**config.mk**
```make
export PLATFORM = sky130hd
export DESIGN_NAME = fanin_rr_collector_flat
export DESIGN_NICKNAME = d
export VERILOG_FILES = /design/src/rtl/fanin_rr_collector_if.sv /design/src/rtl/fanin_rr_collector.sv /design/src/flat_wrapper.sv
export SDC_FILE = /design/constraint.sdc
export NUM_CORES = 1
export LEC_CHECK = 0
export BUFFER_PORTS_ARGS = -buffer_cell sky130_fd_sc_hd__buf_2
export CORE_MARGIN = 10
export CORE_UTILIZATION = 35
export DETAILED_ROUTE_END_ITERATION = 8
export GPL_ROUTABILITY_DRIVEN = 0
export SKIP_LAST_GASP = 1
export SYNTH_ARGS = -nofsm -noshare
export SYNTH_HDL_FRONTEND = slang
export SYNTH_SLANG_ARGS = --single-unit
export TNS_END_PERCENT = 20
```
**constraint.sdc**
```tcl
create_clock -name clk -period 6.3 [get_ports clk]
set_input_delay 0.63 -clock clk [delete_from_list [all_inputs] [get_ports clk]]
set_output_delay 0.63 -clock clk [all_outputs]
set_load 0.01 [all_outputs]
```
**src/rtl/fanin_rr_collector_if.sv**
```systemverilog
// Handshake bundle between child result streams, the fan-in collector and its parent.
// Carries the per-channel request side, the registered output side and status.
interface fanin_rr_collector_if #(
    parameter int unsigned DATA_W = 8,
    parameter int unsigned NUM_CH = 5,
    parameter int unsigned SRC_W  = 3,
    parameter int unsigned CNT_W  = 16
);
    logic [NUM_CH-1:0]        in_valid;
    logic [NUM_CH*DATA_W-1:0] in_data;
    logic [NUM_CH-1:0]        in_ready;
    logic                     out_valid;
    logic [DATA_W-1:0]        out_data;
    logic [SRC_W-1:0]         out_src;
    logic                     out_ready;
    logic [CNT_W-1:0]         beat_cnt;
    logic                     busy;

    // Environment side: drives children and parent ready.
    modport master (
        output in_valid, in_data, out_ready,
        input  in_ready, out_valid, out_data, out_src, beat_cnt, busy
    );

    // Collector side.
    modport slave (
        input  in_valid, in_data, out_ready,
        output in_ready, out_valid, out_data, out_src, beat_cnt, busy
    );
endinterface

```
**src/rtl/fanin_rr_collector.sv**
```systemverilog
// Round-robin fan-in of NUM_CH child streams into one registered, source-tagged parent stream.
// Also counts delivered beats (saturating) and reports activity.
module fanin_rr_collector #(
    parameter int unsigned DATA_W = 8,
    parameter int unsigned NUM_CH = 5,
    parameter int unsigned SRC_W  = 3,
    parameter int unsigned CNT_W  = 16
) (
    input logic                 clk,
    input logic                 rst_n,
    fanin_rr_collector_if.slave bus
);
    localparam logic [SRC_W-1:0] LastRst = SRC_W'(NUM_CH - 1);
    localparam logic [SRC_W:0]   NumChW  = (SRC_W + 1)'(NUM_CH);

    logic              out_valid_q, out_valid_d;
    logic [DATA_W-1:0] out_data_q, out_data_d;
    logic [SRC_W-1:0]  out_src_q, out_src_d;
    logic [SRC_W-1:0]  last_q, last_d;
    logic [CNT_W-1:0]  cnt_q, cnt_d;

    logic [DATA_W-1:0] payload [NUM_CH];
    logic              grant_vld;
    logic [SRC_W-1:0]  grant_idx;
    logic [SRC_W:0]    cand_sum;
    logic [SRC_W-1:0]  cand;
    logic              free;
    logic              take;

    for (genvar i = 0; i < NUM_CH; i++) begin : g_unpack
        assign payload[i] = bus.in_data[i*DATA_W +: DATA_W];
    end

    // Walk channels starting just after the last grant, wrapping at NUM_CH.
    always_comb begin
        grant_vld = 1'b0;
        grant_idx = '0;
        cand_sum  = '0;
        cand      = '0;
        for (int unsigned k = 1; k <= NUM_CH; k++) begin
            cand_sum = {1'b0, last_q} + (SRC_W + 1)'(k);
            if (cand_sum >= NumChW) begin
                cand_sum = cand_sum - NumChW;
            end
            cand = cand_sum[SRC_W-1:0];
            if (!grant_vld && bus.in_valid[cand]) begin
                grant_vld = 1'b1;
                grant_idx = cand;
            end
        end
    end

    assign free = !out_valid_q || bus.out_ready;
    assign take = grant_vld && free;

    always_comb begin
        bus.in_ready = '0;
        if (take) begin
            bus.in_ready[grant_idx] = 1'b1;
        end
    end

    always_comb begin
        out_valid_d = out_valid_q;
        out_data_d  = out_data_q;
        out_src_d   = out_src_q;
        last_d      = last_q;
        cnt_d       = cnt_q;
        if (take) begin
            out_valid_d = 1'b1;
            out_data_d  = payload[grant_idx];
            out_src_d   = grant_idx;
            last_d      = grant_idx;
        end else if (out_valid_q && bus.out_ready) begin
            out_valid_d = 1'b0;
        end
        if (out_valid_q && bus.out_ready && (cnt_q != {CNT_W{1'b1}})) begin
            cnt_d = cnt_q + CNT_W'(1);
        end
    end

    always_ff @(posedge clk or negedge rst_n) begin
        if (!rst_n) begin
            out_valid_q <= 1'b0;
            out_data_q  <= '0;
            out_src_q   <= '0;
            last_q      <= LastRst;
            cnt_q       <= '0;
        end else begin
            out_valid_q <= out_valid_d;
            out_data_q  <= out_data_d;
            out_src_q   <= out_src_d;
            last_q      <= last_d;
            cnt_q       <= cnt_d;
        end
    end

    assign bus.out_valid = out_valid_q;
    assign bus.out_data  = out_data_q;
    assign bus.out_src   = out_src_q;
    assign bus.beat_cnt  = cnt_q;
    assign bus.busy      = out_valid_q || (bus.in_valid != '0);
endmodule

```
**src/flat_wrapper.sv**
```systemverilog
// flat-port wrapper written by rule: the top's interface ports become plain ports
module fanin_rr_collector_flat 
#(
    parameter int unsigned DATA_W = 8,
    parameter int unsigned NUM_CH = 5,
    parameter int unsigned SRC_W  = 3,
    parameter int unsigned CNT_W  = 16
)
  (clk, rst_n, bus_in_valid, bus_in_data, bus_out_ready, bus_in_ready, bus_out_valid, bus_out_data, bus_out_src, bus_beat_cnt, bus_busy);
  fanin_rr_collector_if #(.DATA_W(DATA_W), .NUM_CH(NUM_CH), .SRC_W(SRC_W), .CNT_W(CNT_W)) bus_i ();
  input logic clk;
  input logic rst_n;
  input wire logic [$bits(bus_i.in_valid)-1:0] bus_in_valid;
  input wire logic [$bits(bus_i.in_data)-1:0] bus_in_data;
  input wire logic [$bits(bus_i.out_ready)-1:0] bus_out_ready;
  output wire logic [$bits(bus_i.in_ready)-1:0] bus_in_ready;
  output wire logic [$bits(bus_i.out_valid)-1:0] bus_out_valid;
  output wire logic [$bits(bus_i.out_data)-1:0] bus_out_data;
  output wire logic [$bits(bus_i.out_src)-1:0] bus_out_src;
  output wire logic [$bits(bus_i.beat_cnt)-1:0] bus_beat_cnt;
  output wire logic [$bits(bus_i.busy)-1:0] bus_busy;
  assign bus_i.in_valid = bus_in_valid;
  assign bus_i.in_data = bus_in_data;
  assign bus_i.out_ready = bus_out_ready;
  assign bus_in_ready = bus_i.in_ready;
  assign bus_out_valid = bus_i.out_valid;
  assign bus_out_data = bus_i.out_data;
  assign bus_out_src = bus_i.out_src;
  assign bus_beat_cnt = bus_i.beat_cnt;
  assign bus_busy = bus_i.busy;
  fanin_rr_collector #(.DATA_W(DATA_W), .NUM_CH(NUM_CH), .SRC_W(SRC_W), .CNT_W(CNT_W)) u_core (.clk(clk), .rst_n(rst_n), .bus(bus_i));
endmodule
```
==> flow_metrics.tcl <==
set metrics [dict create \
    fin_nets 464 \
    worst_pin_slew_ps 846 \
    synth.yosys.seq_area_share_pct 25.8 \
    rows 32 \
    syn_inst 330 \
    cp.required_ps 5670 \
    hold_violations 0 \
    start_kind "flop" \
    cap_violations 0 \
    cts_inserted_buffers 5 \
    first_pass_iters 5 \
    clkSinkCount 29 \
    die_w_um 110 \
    yosysWarnings 0 \
    min_period_over_period_pct 79.8 \
    slew_viol_final 0 \
    drive_gt1_share_pct 28.6 \
    via_per_inst 5.51 \
    overflow 0 \
    antenna_found_initial 0 \
    cts_setup_buffers 0 \
    rsz0062_at_grt "false" \
    clock_path_buffers 2 \
    die_h_um 110 \
    finalSetupTns_ps 0 \
    fin_crit_ps 5030 \
    grt_pass1_vias 2966 \
    max_freq_mhz 199 \
    cts-htree-levels 2 \
    port_buffers 81 \
    post_dp_cell_area_um2 3280 \
    outcome "finished, final reports clean" \
    setup_ws_ps 1270 \
    slew_headroom_pct 43.6 \
    pin_count 82 \
    crit_path_end_kind "output port" \
    wl_per_cell_um 16.8 \
    ys.flop_type "dfrtp_1" \
    fin_area_um2 3360 \
    critPathArrivalTime_ps 4400 \
    holdCritPathClass "input pin to asynchronous set/reset pin" \
    fill_cells 801 \
    setup_viol 0 \
    tritoncts "built" \
    grt_usage_pct 14.3 \
    dp_hpwl_mm 6.83 \
    coreArea_um2 7770 \
    synthArstFlopShare_pct 100 \
    ant_nets 0 \
    clk_pin_slew_ps 60 \
    pre_cts_ws_ps 1590 \
    vias 2794 \
    synth-edff-count 0 \
    hold_buffers 0 \
    root_buffer "clkbuf_8" \
    critPathMaxFanout 12 \
    syn-cell-area_um2 2820 \
    synth_area_per_cell_um2 8.55 \
    initial_core_util_pct 36.3 \
    grt_pass1_wl_mm 14.0 \
    drc 0 \
    syn-num-nets 390 \
    clk_latency_ps 270 \
    antenna_cells 0 \
    synth-seq-cells 29 \
    die_area_um2 12100 \
    finClkSkew_ps 7.80 \
    grt_max_degree 36 \
    areaGrowthSynthToFinish_pct 19.1 \
    critPathKind "flop to output port" \
    synth_cell_types 62 \
    drt_iter0_markers 140 \
    wl_mm 8.52 \
    cts_resized 0 \
]
==> cell usage after synthesis (3+ instances only) <==
master	instances	share of area, %
nand2_1	31	4.1
dfrtp_1	28	25
nor2_1	21	2.8
o21ai_0	19	3.4
mux2i_1	17	6.0
inv_1	13	1.7
nor2b_1	13	2.9
xnor2_1	13	4.0
nand3_1	12	2.1
ha_1	11	4.9
a21oi_1	10	1.8
nand2b_1	9	2.0
o211ai_1	8	2.1
clkbuf_1	7	0.93
o21ai_1	7	1.2
o22a_1	7	2.2
nand4_1	6	1.3
a211oi_1	5	1.3
and3_1	5	1.1
buf_4	5	1.3
and4_1	4	1.2
nor3_1	4	0.71
nor4_1	4	0.89
o2111ai_1	4	1.2
o22ai_1	4	0.89
or2_2	4	0.89
xor2_1	4	1.2
mux2_2	3	1.2
mux4_2	3	2.4
==> path summary, 6_finish.rpt <==
path | start | to | slack (ps) | cells after the start
max | u_core.last_q[1] | bus_in_ready[3] | 1270 | 12
max reg2reg | u_core.last_q[1] | u_core.bus.out_data[6] | 1690 | 12
max in group asynchronous | rst_n | u_core.last_q[0] | 5500 | 1
min | rst_n | u_core.bus.beat_cnt[10] | 380 | 1
min reg2reg | u_core.bus.beat_cnt[10] | u_core.bus.beat_cnt[10] | 500 | 1
min in group clk | u_core.bus.beat_cnt[10] | u_core.bus.beat_cnt[10] | 500 | 1
==> sequential cells by signal (all words and copies together), names as in the netlist <==
| signal | flops |
|---|---|
| u_core.bus.beat_cnt | 16 |
| u_core.bus.out_src | 1 |
| u_core.bus.out_valid | 1 |
| u_core.last_q | 3 |
| u_core.bus.out_data | 8 |
==> per-layer routing <==
layer	up-vias	share of wire [%]	global-route usage, %	wire (µm)
li1	1369	-	-	-
met5	-	0	0	0
met4	0	3.1	6.32	263
met3	29	7.9	4.10	671
met1	1274	45	17.7	3870
met2	122	44	22.5	3720
==> critical path, cell delays in order, from the launching register on <==
cell	delay, ps
dfrtp_1	600
inv_1	280
ha_1	250
ha_1	400
a21boi_1	360
mux2_2	390
and4_1	210
o21ai_2	310
nor3_2	110
a21oi_1	700
nand2b_1	220
nor2_1	130
buf_2	140
==> through the flow <==
| stage | hold slack (ps) | util, % | cells |
|---|---|---|---|
| after detailed placement | 484 | 42.2 | 499 |
| after floorplan | 334 | - | 330 |
| after global placement | 477 | 42.2 | 499 |
| after global routing | 433 | 43.3 | 507 |
| after CTS | 395 | 43.3 | 507 |
| final | 377 | 43.3 | 507 |
==> cell type report <==
cell class / count / area, µm² / share of cell area [%]
inverter: 14 / 52.6 / 1.56
tap: 102 / 128 / 3.80
multi-input combinational: 270 / 1940 / 57.8
clock inverter: 2 / 10.0 / 0.298
clock buffer: 6 / 72.6 / 2.16
sequential: 29 / 727 / 21.6
timing repair buffer: 84 / 428 / 12.7
==> kinds of logic after synthesis <==
group	Yosys count	share of synthesized area, %
AOI/OAI and AO/OA	88	22.8
and+or+nand+nor	126	23.8
DFF	29	25.8
xor gates and xnor gates	17	5.27
adders and majority gates	12	5.59
buffers and inverters	31	5.36
muxes	27	11.5
==> cells in the final DEF (no fill, tap or decap), types with 3 or more instances in the layout <==
cell / instances
buf_2: 81
nand2_1: 31
dfrtp_1: 28
nor2_1: 21
o21ai_0: 19
mux2i_1: 17
inv_1: 13
nor2b_1: 13
xnor2_1: 13
nand3_1: 12
ha_1: 11
a21oi_1: 10
nand2b_1: 9
o211ai_1: 8
o22a_1: 7
o21ai_1: 7
nand4_1: 6
a211oi_1: 5
and3_1: 5
clkbuf_8: 5
o2111ai_1: 4
and4_1: 4
nor4_1: 4
nor3_1: 4
or2_2: 4
xor2_1: 4
o22ai_1: 4
mux4_2: 3
mux2_2: 3
buf_4: 3
Power is not shown: default switching activity piles up to over one toggle a cycle in this logic, so the estimate is an artifact.
